--- src/rtl/ps2_keyb_fifo.sv ---
// PS/2 keyboard receive front end: pin synchronisers, clock glitch filter,
// frame decoder with E0/F0 prefix folding, and a show-ahead event FIFO.
//
// state    | meaning
// S_IDLE   | waiting for a start bit (data low on a filtered falling edge)
// S_DATA   | shifting in 8 data bits, LSB first
// S_PARITY | capturing the odd-parity bit
// S_STOP   | checking the stop bit, then push / prefix / error
module ps2_keyb_fifo #(
  parameter int FIFO_AW        = 3,
  parameter int FILTER_LEN     = 8,
  parameter int TIMEOUT_CYCLES = 28000
) (
  input  logic               clk,
  input  logic               rst,
  input  logic               ps2clk_ext,
  input  logic               ps2data_ext,
  input  logic               enable_rcv,
  input  logic               rd,
  output logic               event_valid,
  output logic [7:0]         scancode,
  output logic               extended,
  output logic               released,
  output logic [FIFO_AW:0]   level,
  output logic               overflow,
  output logic               rx_error,
  input  logic               clr_err
);

  localparam int DEPTH = 2 ** FIFO_AW;
  localparam int FW    = $clog2(FILTER_LEN + 1);
  localparam int TW    = $clog2(TIMEOUT_CYCLES + 1);

  typedef enum logic [1:0] {S_IDLE, S_DATA, S_PARITY, S_STOP} state_t;

  logic [1:0]         clk_sync, dat_sync;
  logic               filt, filt_d;
  logic [FW-1:0]      fcnt;
  logic               edge_stb, dat_s;
  state_t             state, state_nx;
  logic [7:0]         shift;
  logic [2:0]         bit_cnt;
  logic               par_bit;
  logic               ext_flag, rel_flag;
  logic [TW-1:0]      tcnt;
  logic               push, frame_err, set_ext, set_rel, flag_clr, to_expired;
  logic [9:0]         mem [DEPTH];
  logic [FIFO_AW-1:0] wr_ptr, rd_ptr;
  logic               empty, full, do_rd, do_wr, ovf_set;

  always_ff @(posedge clk or posedge rst) begin
    if (rst) begin
      clk_sync <= 2'b11;
      dat_sync <= 2'b11;
    end else begin
      clk_sync <= {clk_sync[0], ps2clk_ext};
      dat_sync <= {dat_sync[0], ps2data_ext};
    end
  end

  // The filtered level only flips after FILTER_LEN consecutive opposite samples.
  always_ff @(posedge clk or posedge rst) begin
    if (rst) begin
      filt   <= 1'b1;
      filt_d <= 1'b1;
      fcnt   <= '0;
    end else begin
      filt_d <= filt;
      if (clk_sync[1] == filt) begin
        fcnt <= '0;
      end else if (fcnt == FW'(FILTER_LEN - 1)) begin
        filt <= ~filt;
        fcnt <= '0;
      end else begin
        fcnt <= fcnt + 1'b1;
      end
    end
  end

  assign edge_stb   = filt_d & ~filt & enable_rcv;
  assign dat_s      = dat_sync[1];
  assign to_expired = (state != S_IDLE) && !edge_stb && (tcnt == '0);

  always_ff @(posedge clk or posedge rst) begin
    if (rst) state <= S_IDLE;
    else     state <= state_nx;
  end

  always_comb begin
    state_nx  = state;
    push      = 1'b0;
    frame_err = 1'b0;
    set_ext   = 1'b0;
    set_rel   = 1'b0;
    case (state)
      S_IDLE:   if (edge_stb && !dat_s) state_nx = S_DATA;
      S_DATA:   if (edge_stb && bit_cnt == 3'd7) state_nx = S_PARITY;
      S_PARITY: if (edge_stb) state_nx = S_STOP;
      S_STOP: begin
        if (edge_stb) begin
          state_nx = S_IDLE;
          if (dat_s && (^{shift, par_bit})) begin
            if (shift == 8'hE0)      set_ext = 1'b1;
            else if (shift == 8'hF0) set_rel = 1'b1;
            else                     push    = 1'b1;
          end else begin
            frame_err = 1'b1;
          end
        end
      end
      default: state_nx = S_IDLE;
    endcase
    if (to_expired) begin
      state_nx  = S_IDLE;
      frame_err = 1'b1;
    end
    if (!enable_rcv) begin
      state_nx  = S_IDLE;
      push      = 1'b0;
      frame_err = 1'b0;
      set_ext   = 1'b0;
      set_rel   = 1'b0;
    end
  end

  assign flag_clr = push | frame_err | ~enable_rcv;

  always_ff @(posedge clk or posedge rst) begin
    if (rst) begin
      shift    <= '0;
      bit_cnt  <= '0;
      par_bit  <= 1'b0;
      ext_flag <= 1'b0;
      rel_flag <= 1'b0;
      tcnt     <= TW'(TIMEOUT_CYCLES - 1);
    end else begin
      if (edge_stb) begin
        case (state)
          S_IDLE:   bit_cnt <= '0;
          S_DATA: begin
            shift   <= {dat_s, shift[7:1]};
            bit_cnt <= bit_cnt + 1'b1;
          end
          S_PARITY: par_bit <= dat_s;
          default:  ;
        endcase
      end
      if (flag_clr) begin
        ext_flag <= 1'b0;
        rel_flag <= 1'b0;
      end else begin
        if (set_ext) ext_flag <= 1'b1;
        if (set_rel) rel_flag <= 1'b1;
      end
      // Down-counter restarts on every edge and is parked while idle.
      if (state == S_IDLE || edge_stb) tcnt <= TW'(TIMEOUT_CYCLES - 1);
      else if (tcnt != '0)             tcnt <= tcnt - 1'b1;
    end
  end

  assign empty   = (level == '0);
  assign full    = (level == (FIFO_AW + 1)'(DEPTH));
  assign do_rd   = rd & ~empty;
  assign do_wr   = push & (~full | do_rd);
  assign ovf_set = push & full & ~do_rd;

  always_ff @(posedge clk) begin
    if (do_wr) mem[wr_ptr] <= {ext_flag, rel_flag, shift};
  end

  always_ff @(posedge clk or posedge rst) begin
    if (rst) begin
      wr_ptr   <= '0;
      rd_ptr   <= '0;
      level    <= '0;
      overflow <= 1'b0;
      rx_error <= 1'b0;
    end else begin
      if (do_wr) wr_ptr <= wr_ptr + 1'b1;
      if (do_rd) rd_ptr <= rd_ptr + 1'b1;
      case ({do_wr, do_rd})
        2'b10:   level <= level + 1'b1;
        2'b01:   level <= level - 1'b1;
        default: ;
      endcase
      if (clr_err) begin
        overflow <= 1'b0;
        rx_error <= 1'b0;
      end else begin
        if (ovf_set)   overflow <= 1'b1;
        if (frame_err) rx_error <= 1'b1;
      end
    end
  end

  assign event_valid = ~empty;
  assign {extended, released, scancode} = empty ? 10'd0 : mem[rd_ptr];

endmodule

--- config.mk ---
export PLATFORM = sky130hd
export DESIGN_NAME = ps2_keyb_fifo
export DESIGN_NICKNAME = d
export VERILOG_FILES = /design/src/rtl/ps2_keyb_fifo.sv
export SDC_FILE = /design/constraint.sdc
export NUM_CORES = 1
export LEC_CHECK = 0
export BUFFER_PORTS_ARGS = -buffer_cell sky130_fd_sc_hd__buf_4
export CAP_MARGIN = 20
export CORE_MARGIN = 1
export CORE_UTILIZATION = 65
export CTS_CLUSTER_SIZE = 24
export DETAILED_ROUTE_END_ITERATION = 8
export GPL_TIMING_DRIVEN = 0
export HOLD_SLACK_MARGIN = 0.02
export PLACE_DENSITY = 0.92
export SYNTH_ARGS = -nofsm -noshare
export SYNTH_HDL_FRONTEND = slang
export SYNTH_SLANG_ARGS = --single-unit
export TNS_END_PERCENT = 100
--- constraint.sdc ---
create_clock -name clk -period 7.4 [get_ports clk]
set_clock_uncertainty 0.2 [all_clocks]
set_input_delay 0.37 -clock clk [delete_from_list [all_inputs] [get_ports clk]]
set_output_delay 0.37 -clock clk [all_outputs]
set_load 0.03 [all_outputs]
After elaboration in Yosys (flattened, before gate mapping)
Memories as Yosys holds them, arrays and structs flattened. Cells that the tools add are included. W data, S select, Z words.

Reductions and logical operators: 26. Bitwise operators: 15. Multiplexer cells: 46. Add/sub/neg operators: 7. Eq/ne operators: 15.

Operator list (count): $mux W1 (32); $mux W15 (2); $eq A8 B8 Y1 const B (2); $ne A4 B4 Y1 const B (4); $reduce_bool A2 Y1 (8); $logic_not A15 Y1 (1); $reduce_bool A15 Y1 (1); $sub A15 B1 Y15 const B (1); $mux W2 (6); $mux W10 (1); $add A3 B1 Y3 const B (3); $reduce_xor A9 Y1 (1); $add A4 B1 Y4 const B (2); $mux W4 (2); $pmux W2 S4 (1); $pmux W4 S2 (1); $reduce_and A2 Y1 (4); $and A1 B1 Y1 (6); $eq A2 B2 Y1 const B (3); $not A1 Y1 (6); $pmux W3 S2 (1); $logic_and A1 B1 Y1 (5); $eq A2 B1 Y1 const B (2); $eq A4 B3 Y1 const B (1); 10 further kinds (13).

Register bits after elaboration: 53. RAM bits: 80. Word-level logic and storage cells: 127. Memories: 1.

Memory list: mem (words 8, bits a word 10, read ports 1, clocked after Yosys merged registers in 0, write ports 1, RTL line 47) `logic [9:0] mem [DEPTH];`.

Depth between registers and ports, before layout
Word-level depth: 11. Gate-level depth with buffers: 12. Gate-level depth less buffers: 12.

Least setup slack after synthesis
Ideal clock, no wire load.

Path type: flip-flop to flip-flop. Start point: register shift[3]. End point: memory mem[2][0] (enable). Path buffers: 0. Arrival time: 2.858 ns. Setup slack: 3.935 ns. Period minus slack after synthesis: 3.465 ns. Cell stages (with the launch flop): 6. Cells stage by stage: dfrtp_1 > xor2_1 > xnor3_1 > mux2i_4 > nand2_1 > nor4b_1.

Longest elaborated chain between the ends: 10. Elaborated cells on any way between the ends: 13.

Ends and longest elaborated chain: from (decl) (RTL line 41) `logic [7:0] shift;`; from (signal assigned) (RTL line 141) `shift <= {dat_s, shift[7:1]};`; $eq A8 B8 Y1 (RTL line 104) `else if (shift == 8'hF0) set_rel = 1'b1;`; $mux W1 (RTL line 104); $mux W1 (RTL line 103) `if (shift == 8'hE0) set_ext = 1'b1;`; $mux W1 * (RTL line 102) `if (dat_s && (^{shift, par_bit})) begin`; $mux W1 * (RTL line 100) `if (edge_stb) begin`; $mux W1 * (RTL line 95) `case (state)`; $mux W1 * (RTL line 117) `if (!enable_rcv) begin`; $and A1 B1 Y1 * (RTL line 164) `assign do_wr = push & (~full | do_rd);`; $mux W1 * (RTL line 168) `if (do_wr) mem[wr_ptr] <= {ext_flag, rel_flag, shift};`; $mux W1 (not written as such) * (RTL line 168); to (decl) (RTL line 47).

Mark *: on every way between the ends. The rest lies on a longest branch, timed or not.

Worst setup path after layout
Start point: register shift[3]. End point: memory mem[4][0] (enable).

Same word-level chain as after synthesis.

==> metrics.md <==
| Metric | Value |
|---|---|
| Most frequent cells in the layout | `edfxtp_1 (80), dfrtp_1 (36), buf_4 (29)` |
| Placeable Area | `about 8400 um2` |
| Hold Vio Cnt, Final | `0` |
| Largest net degree at the start of global routing | `37` |
| Period utilisation layout | `0.495` |
| Initial DRC Count | `between 200 and 250` |
| Reg2reg path depth | `6` |
| Critical path arrival | `3.69 ns` |
| Minimum clock period | `3.66 ns` |
| Die H | `96.2 um` |
| Leak | `2.65 nW` |
| Syn. warnings | `0` |
| CTS sink cnt | `133` |
| Row count | `33` |
| Status | `completed` |
| Clock latency on the worst-skew pair | `around 0.52 ns` |
| Worst Path Max Fanout | `12` |
| # nets final | `between 400 and 500` |
| Crit. End Element | `flop` |
| Fin Setup TNS | `0 ns` |
| Crit. Startpoint | `shift[3]` |
| #FFs+latches synth | `133` |
| Worst-Margin Slew | `roughly 0.99 ns` |
| Initial antenna violation count | `0` |
| Max-cap violations | `0` |
| Global placement routability congestion | `0.807` |
| Yosys top cell area share | `0.417` |
| Post-synth EDFFs | `80` |
| Setup violations, final | `0` |
| Ys flop type | `edfxtp_1` |
| Req. time, crit path | `7.43 ns` |
| ANT nets after route | `0` |
| Port bufs | `23` |
| Critical Setup Path Class | `flop to flop` |
| Hold Path Class | `input pin to flop` |
| CTS root buf | `clkbuf_8` |
| Ports | `24` |
| Chip width | `slightly below 100 um` |
| CP max stage delay | `0.74 ns` |
| Clk buf depth | `2` |
| Vias in the first global route | `between 3000 and 4000` |
| Final std cells w/o fill | `about 550` |
| Via-to-Cell Ratio | `6.32` |
| Crit path depth | `6` |
| CP Capture Point | `mem[4][0]` |
| Syn Inst Count | `376` |
| Largest area contributor in the netlist | `edfxtp_1` |
| DR vias | `3458` |
| Sequential element share of the synthesized area | `0.651` |
| CP max stage cell | `nor4_2` |
| Area Overhead vs Synth | `18.8%` |
| RSZ-0062 raised after global routing | `false` |
| Max Slew Vio Count | `0` |
| HPWL after detailed placement | `7420 um` |
| Global-route wire length before repair | `18900 um` |
| Cts bufs inserted | `17` |
| H-Tree Depth | `4` |
| Startpoint Class | `flop` |
| Starting density of the core | `0.688` |
| Max-slew headroom | `0.337` |
| Routed WL | `12000 um` |
| Library cells used by synthesis | `50` |
| DRT Pass-1 Iters | `4` |
| Syn Nets | `between 300 and 400` |
| Commonest non-fill, non-tap cell in the layout | `edfxtp_1` |
| Top delay family on crit path | `simple AND/OR/NAND/NOR gates` |
| Synth area leaders | `edfxtp_1 (42%), dfrtp_1 (16%), mux4_2 (7.8%), dfstp_2 (7.7%), xnor2_1 (2.9%)` |
| Asr flop ratio synth | `0.398` |
| Layout cells sized above 1 | `0.276` |
| Worst path buffer plus inverter count | `1` |
| Total global-route track usage | `0.292` |
| Worst hold slack | `0.0531 ns` |
| WL/cell | `22.0 um` |
| Pwr/cell area | `329 nW/um2` |
| Reg clk slew, reported paths | `0.06 ns` |
| Total grt overflow | `0` |
| Reg2Reg Launch Point | `shift[3]` |
| Ant diodes | `0` |
| Peak VDD IR | `208 uV` |
| CTS resizes | `0` |
| CTS tree | `done` |
| Reg2Reg Setup Slack | `~3.7 ns` |
| Mapped Area | `5760 um2` |
| FMAX | `between 200 and 300 MHz` |
| Cells along the critical path | `xor2_1 > xnor3_1 > mux2i_4 > nand2_1 > nor4_2 > buf_4` |
| DP Cell Count | `511` |
| Post-route DRC | `0` |
| Post-synthesis area per instance | `15.3 um2` |
| Die Area | `just over 9000 um2` |
| Worst r2r dst | `mem[4][0]` |
[cell type report]
| type | count | area [um2] |
|---|---|---|
| plain buffers | 11 | 42.5 |
| clock inverters | 12 | 204 |
| clock buffers | 20 | 425 |
| fillers | 379 | 1530 |
| inverters | 13 | 48.8 |
| well taps | 105 | 131 |
| flip-flops and latches | 133 | 3750 |
| multi-input cells | 219 | 1970 |
| repair buffers | 34 | 278 |
[where the power goes]
| part | switching, mW | leakage [nW] | internal (mW) | total [mW] |
|---|---|---|---|---|
| logic | 0.278 | 0.896 | 0.196 | 0.474 |
| registers | 0.0541 | 1.46 | 0.831 | 0.885 |
| clock network | 0.313 | 0.295 | 0.582 | 0.895 |
| total | 0.645 | 2.65 | 1.61 | 2.25 |
[per-stage QoR]
| step | power (mW) | setup slack [ns] | area (um2) | util |
|---|---|---|---|---|
| after floorplan | 1.22 | 3.93 | 5760 | - |
| after global placement | 1.33 | 3.05 | 6070 | 0.724 |
| after detailed placement | 1.36 | 3.82 | 6180 | 0.737 |
| after CTS | 2.26 | 3.74 | 6850 | 0.817 |
| after global routing | 2.33 | 3.61 | 6850 | 0.817 |
| final | 2.25 | 3.74 | 6850 | 0.817 |
[worst min path at each step]
stage / startpoint / depth (start not counted) / end / slack [ns]
finish: rd / 3 / rd_ptr[0] / 0.05
global route: rd / 3 / rd_ptr[0] / 0.03
CTS: rd / 3 / rd_ptr[0] / 0.02
detailed placement: clk_sync[0] / 0 / clk_sync[1] / 0.15
global placement: dat_sync[0] / 0 / dat_sync[1] / 0.15
floorplan: clk_sync[0] / 0 / clk_sync[1] / 0.15
[what timing repair did]
item / in CTS / in global routing
endpoints found under the hold margin: 51 / 0
setup buffers: 0 / 0
hold buffers: 4 / 0
[flip-flops by register name (all words and copies together), names as in the netlist, 3 cells and up]
register  count
bit_cnt       3
fcnt          4
level         4
mem          80
rd_ptr        3
shift         8
tcnt         15
wr_ptr        3
[worst reg2reg max path, stage by stage (launching register included)]
cell and delay, ns:
dfrtp_1 0.52, xor2_1 0.22, xnor3_1 0.50, mux2i_4 0.43
nand2_1 0.46, nor4_2 0.75, buf_4 0.29
[routing by layer]
layer / GRT usage / vias up / part of all wire
met5: 0 / - / 0
met4: 0.121 / 0 / 0.022
met3: 0.0758 / 26 / 0.058
met2: 0.502 / 167 / 0.52
met1: 0.349 / 1738 / 0.40
li1: - / 1527 / -
[cells in the mapped netlist, types with 2 or more instances]
| cell type | instances |
|---|---|
| edfxtp_1 | 80 |
| o2111ai_1 | 2 |
| mux4_2 | 20 |
| nand2_1 | 22 |
| o21ai_0 | 6 |
| nor2_1 | 28 |
| mux2_2 | 11 |
| xnor2_1 | 19 |
| nor3_1 | 13 |
| xor2_1 | 5 |
| dfstp_2 | 17 |
| buf_1 | 3 |
| a21oi_1 | 7 |
| a211oi_1 | 2 |
| dfrtp_1 | 36 |
| clkbuf_1 | 7 |
| nor4_1 | 8 |
| nor4b_1 | 2 |
| and3b_1 | 2 |
| a31oi_1 | 2 |
| and2_1 | 3 |
| nor2b_1 | 2 |
| a32o_1 | 2 |
| inv_1 | 13 |
| or3_1 | 5 |
| nand2b_1 | 4 |
| xnor3_1 | 2 |
| nand3b_1 | 2 |
| mux2i_1 | 14 |
| ha_1 | 12 |
| nand3_1 | 6 |
[cell families after synthesis]
group / after synthesis / synth area share
flip-flops: 133 / 0.651
AND/OR/NAND/NOR: 105 / 0.0942
multiplexers: 46 / 0.128
AO/OA/AOI/OAI: 28 / 0.0336
XOR/XNOR: 27 / 0.0484
buffers and inverters: 24 / 0.0158
adder cells (fa/ha/maj): 13 / 0.0295
(Power assumes the default switching activity.)
